$ cat src/rtl/uart_tx_fifo.sv
// Buffered 8N1 UART transmitter: valid/ready byte input, DEPTH-entry FIFO, LSB-first serial output.
// Define UART_TX_PARITY_EN to insert one even-parity bit between the data bits and STOP.
module uart_tx_fifo #(
    parameter int CLK_HZ = 16000000,
    parameter int BAUD   = 115200,
    parameter int DEPTH  = 8
) (
    input  logic                     CLK_16mhz,
    input  logic                     RESET,
    input  logic [7:0]               DATA_IN,
    input  logic                     VALID,
    output logic                     READY,
    output logic                     TX,
    output logic                     BUSY,
    output logic [$clog2(DEPTH):0]   COUNT
);

    localparam int AW   = $clog2(DEPTH);
    localparam int CNTW = AW + 1;
    localparam int DIV  = CLK_HZ / BAUD;
    localparam int CW   = $clog2(DIV);
    localparam logic [CW-1:0]   CNT_MAX = CW'(DIV - 1);
    localparam logic [CNTW-1:0] FULL    = CNTW'(DEPTH);

`ifdef UART_TX_PARITY_EN
    typedef enum logic [2:0] {IDLE, START, DATA, PARITY, STOP} state_t;
`else
    typedef enum logic [1:0] {IDLE, START, DATA, STOP} state_t;
`endif

    logic [7:0]      mem [DEPTH];
    logic [AW-1:0]   wr_ptr;
    logic [AW-1:0]   rd_ptr;
    logic [CNTW-1:0] count;
    state_t          state;
    logic [CW-1:0]   cnt;
    logic [2:0]      bit_idx;
    logic [7:0]      shift;
`ifdef UART_TX_PARITY_EN
    logic            par;
`endif
    logic            push;
    logic            pop;
    logic            bit_end;

    always_comb begin
        READY   = (count != FULL) && !RESET;
        push    = VALID && (count != FULL) && !RESET;
        bit_end = (cnt == CNT_MAX);
        // Pop happens only when the line is free: from IDLE, or at the end of STOP.
        pop     = (count != '0) && ((state == IDLE) || ((state == STOP) && bit_end));
    end

    assign COUNT = count;

    always_ff @(posedge CLK_16mhz) begin
        if (push)
            mem[wr_ptr] <= DATA_IN;
    end

    always_ff @(posedge CLK_16mhz or posedge RESET) begin
        if (RESET) begin
            wr_ptr <= '0;
            rd_ptr <= '0;
            count  <= '0;
        end else begin
            if (push)
                wr_ptr <= wr_ptr + AW'(1);
            if (pop)
                rd_ptr <= rd_ptr + AW'(1);
            unique case ({push, pop})
                2'b10:   count <= count + CNTW'(1);
                2'b01:   count <= count - CNTW'(1);
                default: count <= count;
            endcase
        end
    end

    always_ff @(posedge CLK_16mhz or posedge RESET) begin
        if (RESET) begin
            state   <= IDLE;
            cnt     <= '0;
            bit_idx <= '0;
            shift   <= '0;
            TX      <= 1'b1;
            BUSY    <= 1'b0;
`ifdef UART_TX_PARITY_EN
            par     <= 1'b0;
`endif
        end else if (pop) begin
            shift   <= mem[rd_ptr];
`ifdef UART_TX_PARITY_EN
            par     <= ^mem[rd_ptr];
`endif
            state   <= START;
            TX      <= 1'b0;
            BUSY    <= 1'b1;
            cnt     <= '0;
            bit_idx <= '0;
        end else begin
            unique case (state)
                IDLE: begin
                    cnt <= '0;
                end
                START: begin
                    cnt <= bit_end ? '0 : cnt + CW'(1);
                    if (bit_end) begin
                        state <= DATA;
                        TX    <= shift[0];
                    end
                end
                DATA: begin
                    cnt <= bit_end ? '0 : cnt + CW'(1);
                    if (bit_end) begin
                        if (bit_idx == 3'd7) begin
`ifdef UART_TX_PARITY_EN
                            state <= PARITY;
                            TX    <= par;
`else
                            state <= STOP;
                            TX    <= 1'b1;
`endif
                        end else begin
                            shift   <= shift >> 1;
                            TX      <= shift[1];
                            bit_idx <= bit_idx + 3'd1;
                        end
                    end
                end
`ifdef UART_TX_PARITY_EN
                PARITY: begin
                    cnt <= bit_end ? '0 : cnt + CW'(1);
                    if (bit_end) begin
                        state <= STOP;
                        TX    <= 1'b1;
                    end
                end
`endif
                STOP: begin
                    cnt <= bit_end ? '0 : cnt + CW'(1);
                    if (bit_end) begin
                        state <= IDLE;
                        BUSY  <= 1'b0;
                    end
                end
                default: begin
                    state <= IDLE;
                    TX    <= 1'b1;
                    BUSY  <= 1'b0;
                    cnt   <= '0;
                end
            endcase
        end
    end

endmodule

$ cat config.mk
export PLATFORM = sky130hd
export DESIGN_NAME = uart_tx_fifo
export DESIGN_NICKNAME = d
export VERILOG_FILES = /design/src/rtl/uart_tx_fifo.sv
export SDC_FILE = /design/constraint.sdc
export NUM_CORES = 1
export LEC_CHECK = 0
export CORE_MARGIN = 8
export CORE_UTILIZATION = 60
export CTS_BUF_LIST = sky130_fd_sc_hd__clkbuf_8
export CTS_CLUSTER_SIZE = 20
export DETAILED_ROUTE_END_ITERATION = 16
export HOLD_SLACK_MARGIN = 0.03
export PLACE_DENSITY = 0.76
export SYNTH_ARGS = -nofsm -noshare
export SYNTH_HDL_FRONTEND = slang
export SYNTH_SLANG_ARGS = --single-unit
$ cat constraint.sdc
create_clock -name CLK_16mhz -period 5.1 [get_ports CLK_16mhz]
set_input_delay 1.02 -clock CLK_16mhz [delete_from_list [all_inputs] [get_ports CLK_16mhz]]
set_output_delay 1.02 -clock CLK_16mhz [all_outputs]
set_load 0.05 [all_outputs]
==> results of run 1 <==
[cells in the mapped netlist, types with 4 or more instances]
cell type  count  area [um2]
nand2_1        8       30.03
inv_1          8       30.03
mux4_2        16       360.4
a21oi_1        7       35.03
xor2_1        11       96.34
ha_1          14       175.2
dfrtp_1       32       800.8
nand3_1        5       25.02
nor2_1        23       86.33
mux2i_1       24       240.2
buf_4          4       30.03
xnor2_1        4       35.03
edfxtp_1      64        1922
[worst paths after layout]
kind                                        endpoint  slack [ns]  depth (start not counted)
worst max-delay path                           READY        1.66                          3
max in group asynchronous             TX$_DFFE_PP1P_        3.64                          3
min in group asynchronous       COUNT[0]$_DFFE_PP0P_        1.12                          3
worst min-delay path                BUSY$_DFFE_PP0P_        0.49                          1
worst min register to register      BUSY$_DFFE_PP0P_        0.49                          1
worst max register to register  COUNT[2]$_DFFE_PP0P_        2.28                         11
[flip-flops by register name, summed over array words and instances, names as in the netlist]
name / flops
bit_idx: 3
state: 2
mem: 64
cnt: 8
wr_ptr: 3
rd_ptr: 3
shift: 8
TX: 1
BUSY: 1
COUNT: 4
[routing by layer]
layer	share of wire, %	GRT usage (%)
met5	0	0
met4	1.3	6.977
met3	2.4	2.976
met2	52	26.15
met1	44	18.79
[stage by stage]
stage / setup slack (ns) / power [uW] / cell area [um2] / util [%] / cells
after floorplan: 2.294 / 1801 / 4248 / - / 261
after global placement: 1.675 / 1963 / 4509 / 66.01 / 370
after detailed placement: 1.647 / 1992 / 4509 / 66.01 / 370
after CTS: 1.648 / 2487 / 4715 / 69.01 / 386
after global routing: 1.612 / 2617 / 4715 / 69.01 / 386
final: 1.655 / 2458 / 4715 / 69.01 / 386
[cells by family after synthesis]
kind of cell             Yosys count
adder cells (fa/ha/maj)           14
buffers and inverters             15
AND/OR/NAND/NOR                   59
flip-flops                        97
AO/OA/AOI/OAI                     17
XOR/XNOR                          16
multiplexers                      43
[power by group]
| part | internal (uW) | switching [uW] | total [uW] | leakage (uW) |
|---|---|---|---|---|
| Clock | 196 | 299 | 495 | 0.000103 |
| Sequential | 978 | 202 | 1180 | 0.000983 |
| Combinational | 401 | 383 | 783 | 0.000717 |
| Total | 1570 | 883 | 2460 | 0.00180 |
[critical path: cells and delay by family]
| kind | cells | cell delay (ns) |
|---|---|---|
| compound gates | 1 | 0.13 |
| buf+inv | 2 | 1.27 |
[layout make-up]
type	count	share of cell area (%)
Inverter	8	0.6369
Clock inverter	7	1.725
Clock buffer	9	2.627
Timing Repair Buffer	20	4.087
Multi-Input combinational cell	149	30.07
Sequential cell	97	58.31
Tap cell	96	2.548
==> flow_metrics.tcl, run 1 <==
set metrics [dict create \
    cts_resized 0 \
    synth_top_family_by_area "multiplexers" \
    cp-end-kind "output port" \
    synth_edf_count 64 \
    crit_fanout 3 \
    finalCriticalPeriod_ns 3.445 \
    p_leak_uw 0.001804 \
    wl_per_cell_um 17.84 \
    ant_nets 0 \
    worstHoldStart "BUSY$_DFFE_PP0P_" \
    nets 310 \
    grt_overflow 0 \
    multiInputGateArea_mm2 0.001418 \
    die-area_mm2 0.01003 \
    yosys_most_used_dff "edfxtp_1" \
    gp_congestion 0.7806 \
    crit_required_ns 4.08 \
    mappedNetlistNets 286 \
    diodes 0 \
    drive_gt1_share_pct 16.21 \
    path_cells "clkdlybuf4s50_1 -> a21oi_1 -> clkdlybuf4s50_1" \
    report.final.slew_viol_count 0 \
    reg2reg_from "cnt[0]$_DFF_PP0_" \
    netlist_area_mm2 0.004248 \
    p_per_area_mw_per_mm2 521.4 \
    dr.pass1.iters 4 \
    synth_seq_cells 97 \
    cts_root_buf "clkbuf_8" \
    cts_buffers 9 \
    tritoncts "yes" \
    syn_to_final_growth_pct 10.99 \
    max_freq_mhz 290.3 \
    relSlewSlack_pct 35.33 \
    hold_violations 0 \
    regArea_mm2 0.002749 \
    cp_slowest_cell "clkdlybuf4s50_1" \
    worstMarginPinSlew_ns 0.9701 \
    grt_max_degree 34 \
    drc 0 \
    clk_pin_slew_ns 0.09 \
    vdd_drop_max_uv 299.5 \
    rsz0062_at_grt "false" \
    clockBufferDepth 2 \
    row_count 30 \
    setup_violations 0 \
    cts_hold_buf 0 \
    synth-seq-area-share_pct 64.71 \
    cpPeakStageDelay_ns 0.82 \
    grt_pass1_wl_mm 11.87 \
    die_w_um 100.1 \
    cap_violations 0 \
    crit_start "RESET" \
    timing.hold.ws_ns 0.4915 \
    synthXorXnorAreaFrac_pct 3.476 \
    synthDistinctLibCells 39 \
    fin_tns_setup_ns 0 \
    cp-start-kind "input pin" \
    hpwl_mm 4.606 \
    yosys_warnings 0 \
    synthSimpleGateAreaFrac_pct 7.806 \
    min_period_over_period_pct 67.55 \
    mostFrequentLayoutCells "edfxtp_1, dfrtp_1, mux2i_1" \
    async_flop_share_pct 34.02 \
    initial_utilization_pct 62.18 \
    grt_antenna_before_repair 0 \
    grt.total_usage_pct 15.48 \
    post_cts_buffers 0 \
    skew_ns 0.01391 \
    vias 2164 \
    drt_wl_total_mm 6.888 \
    avgViaCountPerCell 5.606 \
    cts_max_level 3 \
    grt_pass1_vias 2357 \
    syn_area_per_cell_um2 16.28 \
    core_mm2 0.006832 \
    worstPathArrival_ns 2.42 \
    cts_sinks 97 \
    fillers 462 \
    synth-adder-area-share_pct 4.124 \
    drt_first_iter_violations 126 \
    cpMostUsedCell "clkdlybuf4s50_1" \
    hp-class "flop to flop" \
    ioPinCount 18 \
    clk_latency_ns 0.36 \
    mostFrequentLayoutCell "edfxtp_1" \
    status "completed" \
    synth-compound-area-share_pct 3.034 \
    die_h_um 100.1 \
    port_buffers 17 \
    synth_cells 261 \
    critPathKind "input pin to output port" \
    synthMuxAreaShare_pct 14.93 \
]
Power figures use the tool's default switching activity.
==> inputs of run 2 (changes only) <==
clock period = 3.5 ns   (was 5.1 ns; I/O delays follow)
==> flow_metrics.tcl, run 2 (synthesis gave the netlist of run 1 again) <==
set metrics [dict create \
    status "completed" \
    p_total_uw 3579 \
    cpMostUsedCell "clkdlybuf4s50_1" \
    hpwl_mm 4.842 \
    cts_sinks 97 \
    cap_violations 0 \
    max_freq_mhz 357.3 \
    ioPinCount 18 \
    relSlewSlack_pct 43.92 \
    grt_pass1_wl_mm 11.88 \
    avgViaCountPerCell 5.525 \
    mostFrequentLayoutCells "edfxtp_1, dfrtp_1, mux2i_1" \
    vdd_drop_max_uv 386.3 \
    grt_overflow 0 \
    hold_violations 0 \
    die_h_um 100.1 \
    cts_root_buf "clkbuf_8" \
    port_buffers 17 \
    diodes 0 \
    drt_first_iter_violations 87 \
    fin_tns_setup_ns 0 \
    finish.utilization_pct 69.73 \
    crit_fanout 3 \
    cts_max_level 3 \
    hp-class "flop to flop" \
    initial_utilization_pct 62.18 \
    syn_to_final_growth_pct 12.14 \
    seqPwrFrac_pct 47.8 \
    p_int_uw 2313 \
    drt_wl_total_mm 7.066 \
    gp_congestion 0.7907 \
    grt_antenna_before_repair 0 \
    die-area_mm2 0.01003 \
    drc 0 \
    finalCriticalPeriod_ns 2.799 \
    fin_area_mm2 0.004763 \
    combPwrFrac_pct 32.7 \
    clk_latency_ns 0.36 \
    drive_gt1_share_pct 18.46 \
    post_cts_buffers 0 \
    cp_slowest_cell "clkdlybuf4s50_1" \
    core_mm2 0.006832 \
    vias 2177 \
    crit_required_ns 2.80 \
    place_inst 378 \
    path_cells "clkdlybuf4s50_1 -> a21oi_1 -> clkdlybuf4s50_1" \
    rsz0062_at_grt "false" \
    wl_per_cell_um 17.93 \
    cp_top_family "buffers and inverters" \
    cts_buffers 9 \
    setup_violations 0 \
    cp-start-kind "input pin" \
    critPathKind "input pin to output port" \
    largest_register "mem" \
    p_per_area_mw_per_mm2 751.4 \
    fillers 483 \
    grt.total_usage_pct 15.76 \
    worstMarginPinSlew_ns 0.8412 \
    mostFrequentLayoutCell "edfxtp_1" \
    ant_nets 0 \
    min_period_over_period_pct 79.96 \
    switching_share_pct 35.38 \
    die_w_um 100.1 \
    net-switching-power_uw 1266 \
    pwr-share-clk_pct 19.5 \
    placed_area_mm2 0.004569 \
    cp-end-kind "output port" \
    row_count 30 \
    tritoncts "yes" \
    cts_resized 0 \
    nets 318 \
    p_leak_uw 0.001840 \
    cts_hold_buf 0 \
    largest_reg_flops 64 \
    grt_pass1_vias 2298 \
    cpPeakStageDelay_ns 0.81 \
    skew_ns 0.01521 \
    final_cells 394 \
    clk_pin_slew_ns 0.09 \
    reg.largest.list "mem x64, cnt x8, shift x8" \
    reg2reg_slack_ns 1.01 \
    report.final.slew_viol_count 0 \
    dr.pass1.iters 4 \
    worstPathArrival_ns 2.10 \
    critical_path_buf_inv_count 2 \
    clockBufferDepth 2 \
    grt_max_degree 34 \
]
==> run 2: final timing paths <==
check,startpoint,endpoint,cells past startpoint
min in group asynchronous,RESET,wr_ptr[0]$_DFFE_PP0P_,3
worst max-delay path,RESET,READY,3
max in group asynchronous,RESET,TX$_DFFE_PP1P_,3
worst max register to register,COUNT[1]$_DFFE_PP0P_,COUNT[2]$_DFFE_PP0P_,10
worst min register to register,BUSY$_DFFE_PP0P_,BUSY$_DFFE_PP0P_,1
worst min-delay path,BUSY$_DFFE_PP0P_,BUSY$_DFFE_PP0P_,1
==> run 2: worst reg2reg max path, stage by stage (launching register included) <==
cell	delay, ns
dfrtp_1	0.55
nor3_1	0.12
a211oi_2	0.45
inv_1	0.12
ha_1	0.28
xor2_1	0.16
ha_1	0.19
a21oi_1	0.16
xor2_1	0.16
nor2_1	0.06
xor2_1	0.14
==> run 2: metal layers <==
| layer | global-route usage [%] | share of wire [%] |
|---|---|---|
| met1 | 19.56 | 44 |
| met2 | 26.46 | 52 |
| met3 | 2.699 | 2.7 |
| met4 | 6.977 | 1.6 |
| met5 | 0 | 0 |
==> run 2: area by class of cell <==
cell class                      count  area [um2]  area share, %
Tap cell                           96       120.1          2.522
Clock buffer                        9       123.9          2.600
Timing Repair Buffer               28       252.7          5.306
Multi-Input combinational cell    149        1418          29.76
Sequential cell                    97        2749          57.71
Inverter                            8       30.03         0.6304
Clock inverter                      7       70.07          1.471
==> run 2: power groups by stage <==
| stage | Combinational [uW] | Sequential (uW) | Clock (uW) |
|---|---|---|---|
| after floorplan | 962 | 1660 | 0 |
| after global placement | 1160 | 1730 | 0 |
| after detailed placement | 1200 | 1740 | 0 |
| after CTS | 1200 | 1720 | 718 |
| after global routing | 1310 | 1760 | 757 |
| final | 1170 | 1710 | 697 |
==> run 2: per-stage QoR <==
stage / hold slack (ns) / setup slack, ns
after floorplan: 0.4744 / 0.8296
after global placement: 0.4609 / 0.5667
after detailed placement: 0.4721 / 0.4922
after CTS: 0.4950 / 0.6964
after global routing: 0.5204 / 0.6603
final: 0.4887 / 0.7013
==> inputs of run 3 (changes only) <==
clock period = 2.77 ns   (was 3.5 ns; I/O delays follow)
==> flow_metrics.tcl, run 3 (synthesis gave the netlist of run 1 again) <==
set metrics [dict create \
    cp-start-kind "flop" \
    fin_area_mm2 0.004792 \
    p_leak_uw 0.001857 \
    hold_violations 0 \
    mostFrequentLayoutCells "edfxtp_1, dfrtp_1, mux2i_1" \
    post_cts_buffers 0 \
    core_mm2 0.006832 \
    cts_sinks 97 \
    p_total_uw 4532 \
    relSlewSlack_pct 51.77 \
    cts_hold_buf 0 \
    vdd_drop_max_uv 496.4 \
    nets 322 \
    clockBufferDepth 2 \
    drt_first_iter_violations 91 \
    cts_max_level 3 \
    report.final.slew_viol_count 0 \
    reg2reg_from "cnt[0]$_DFF_PP0_" \
    grt_antenna_before_repair 0 \
    diodes 0 \
    reg.largest.list "mem x64, cnt x8, shift x8" \
    ant_nets 0 \
    largest_register "mem" \
    drc 0 \
    pwr-share-clk_pct 19.2 \
    worstHoldStart "BUSY$_DFFE_PP0P_" \
    min_period_over_period_pct 87.37 \
    worstMarginPinSlew_ns 0.7235 \
    grt_pass1_wl_mm 11.45 \
    crit_start "cnt[0]$_DFF_PP0_" \
    syn_to_final_growth_pct 12.81 \
    die_h_um 100.1 \
    row_count 30 \
    dr.pass1.iters 4 \
    ioPinCount 18 \
    fin_tns_setup_ns 0 \
    rsz0062_at_grt "false" \
    max_freq_mhz 413.2 \
    gp_congestion 0.8019 \
    cts_root_buf "clkbuf_8" \
    hp-class "flop to flop" \
    net-switching-power_uw 1600 \
    crit_required_ns 3.00 \
    vias 2197 \
    tritoncts "yes" \
    port_buffers 17 \
    combPwrFrac_pct 34.6 \
    largest_reg_flops 64 \
    die_w_um 100.1 \
    worstPathArrival_ns 2.65 \
    grt.total_usage_pct 15.16 \
    grt_pass1_vias 2346 \
    crit_fanout 5 \
    cts_resized 0 \
    drt_wl_total_mm 6.919 \
    skew_ns 0.01184 \
    grt_max_degree 34 \
    die-area_mm2 0.01003 \
    wl_per_cell_um 17.38 \
    setup_violations 0 \
    finalCriticalPeriod_ns 2.420 \
    critPathKind "flop to flop" \
    cp-end-kind "flop" \
    p_int_uw 2932 \
    cap_violations 0 \
    switching_share_pct 35.30 \
    p_per_area_mw_per_mm2 945.8 \
    grt_overflow 0 \
    hpwl_mm 4.860 \
    seqPwrFrac_pct 46.2 \
    initial_utilization_pct 62.18 \
    avgViaCountPerCell 5.520 \
    cts_buffers 9 \
    clk_latency_ns 0.36 \
    mostFrequentLayoutCell "edfxtp_1" \
    placed_area_mm2 0.004597 \
    drive_gt1_share_pct 19.87 \
    status "completed" \
    clk_pin_slew_ns 0.09 \
]
## run 3: cell type report
type	count	area, um2
multi-input cells	149	1418
clock buffers	9	123.9
clock inverters	7	71.32
flip-flops and latches	97	2749
fillers	484	2039
well taps	96	120.1
inverters	8	30.03
repair buffers	32	280.3
## run 3: final timing paths
| path | cells past startpoint | to | slack (ns) |
|---|---|---|---|
| worst max-delay path | 11 | COUNT[2]$_DFFE_PP0P_ | 0.35 |
| worst min-delay path | 1 | BUSY$_DFFE_PP0P_ | 0.48 |
| worst max register to register | 11 | COUNT[2]$_DFFE_PP0P_ | 0.35 |
| worst min register to register | 1 | BUSY$_DFFE_PP0P_ | 0.48 |
| max in group asynchronous | 3 | TX$_DFFE_PP1P_ | 1.78 |
| min in group asynchronous | 3 | COUNT[0]$_DFFE_PP0P_ | 0.66 |
## run 3: metal layers
layer / up-vias / wire length [um] / track usage [%]
met5: - / 0 / 0
met4: 0 / 104 / 7.209
met3: 10 / 175 / 2.837
met2: 29 / 3691 / 26.51
met1: 1107 / 2947 / 17.53
li1: 1051 / - / -
## run 3: critical path, cell delays in order, from the launching register on
cell      delay, ns
dfrtp_1        0.43
ha_1           0.21
and4bb_2       0.28
a31oi_4        0.23
nor2_4         0.05
ha_1           0.24
xor2_1         0.16
ha_1           0.19
a21oi_1        0.15
xor2_1         0.17
nor2_1         0.06
xor2_1         0.14
## run 3: power groups by stage
stage | Combinational, uW | Sequential [uW] | Clock [uW]
after floorplan | 1220 | 2100 | 0
after global placement | 1550 | 2120 | 0
after detailed placement | 1590 | 2130 | 0
after CTS | 1590 | 2100 | 896
after global routing | 1750 | 2140 | 948
final | 1570 | 2090 | 872
## run 3: stage by stage
stage / cells / setup slack, ns / utilization, % / hold slack [ns]
after floorplan: 261 / 0.09960 / - / 0.4744
after detailed placement: 382 / 0.1119 / 67.29 / 0.4700
after CTS: 398 / 0.3282 / 70.15 / 0.4920
after global routing: 398 / 0.1643 / 70.15 / 0.5014
final: 398 / 0.3498 / 70.15 / 0.4832
after global placement: 382 / 0.2117 / 67.29 / 0.4584
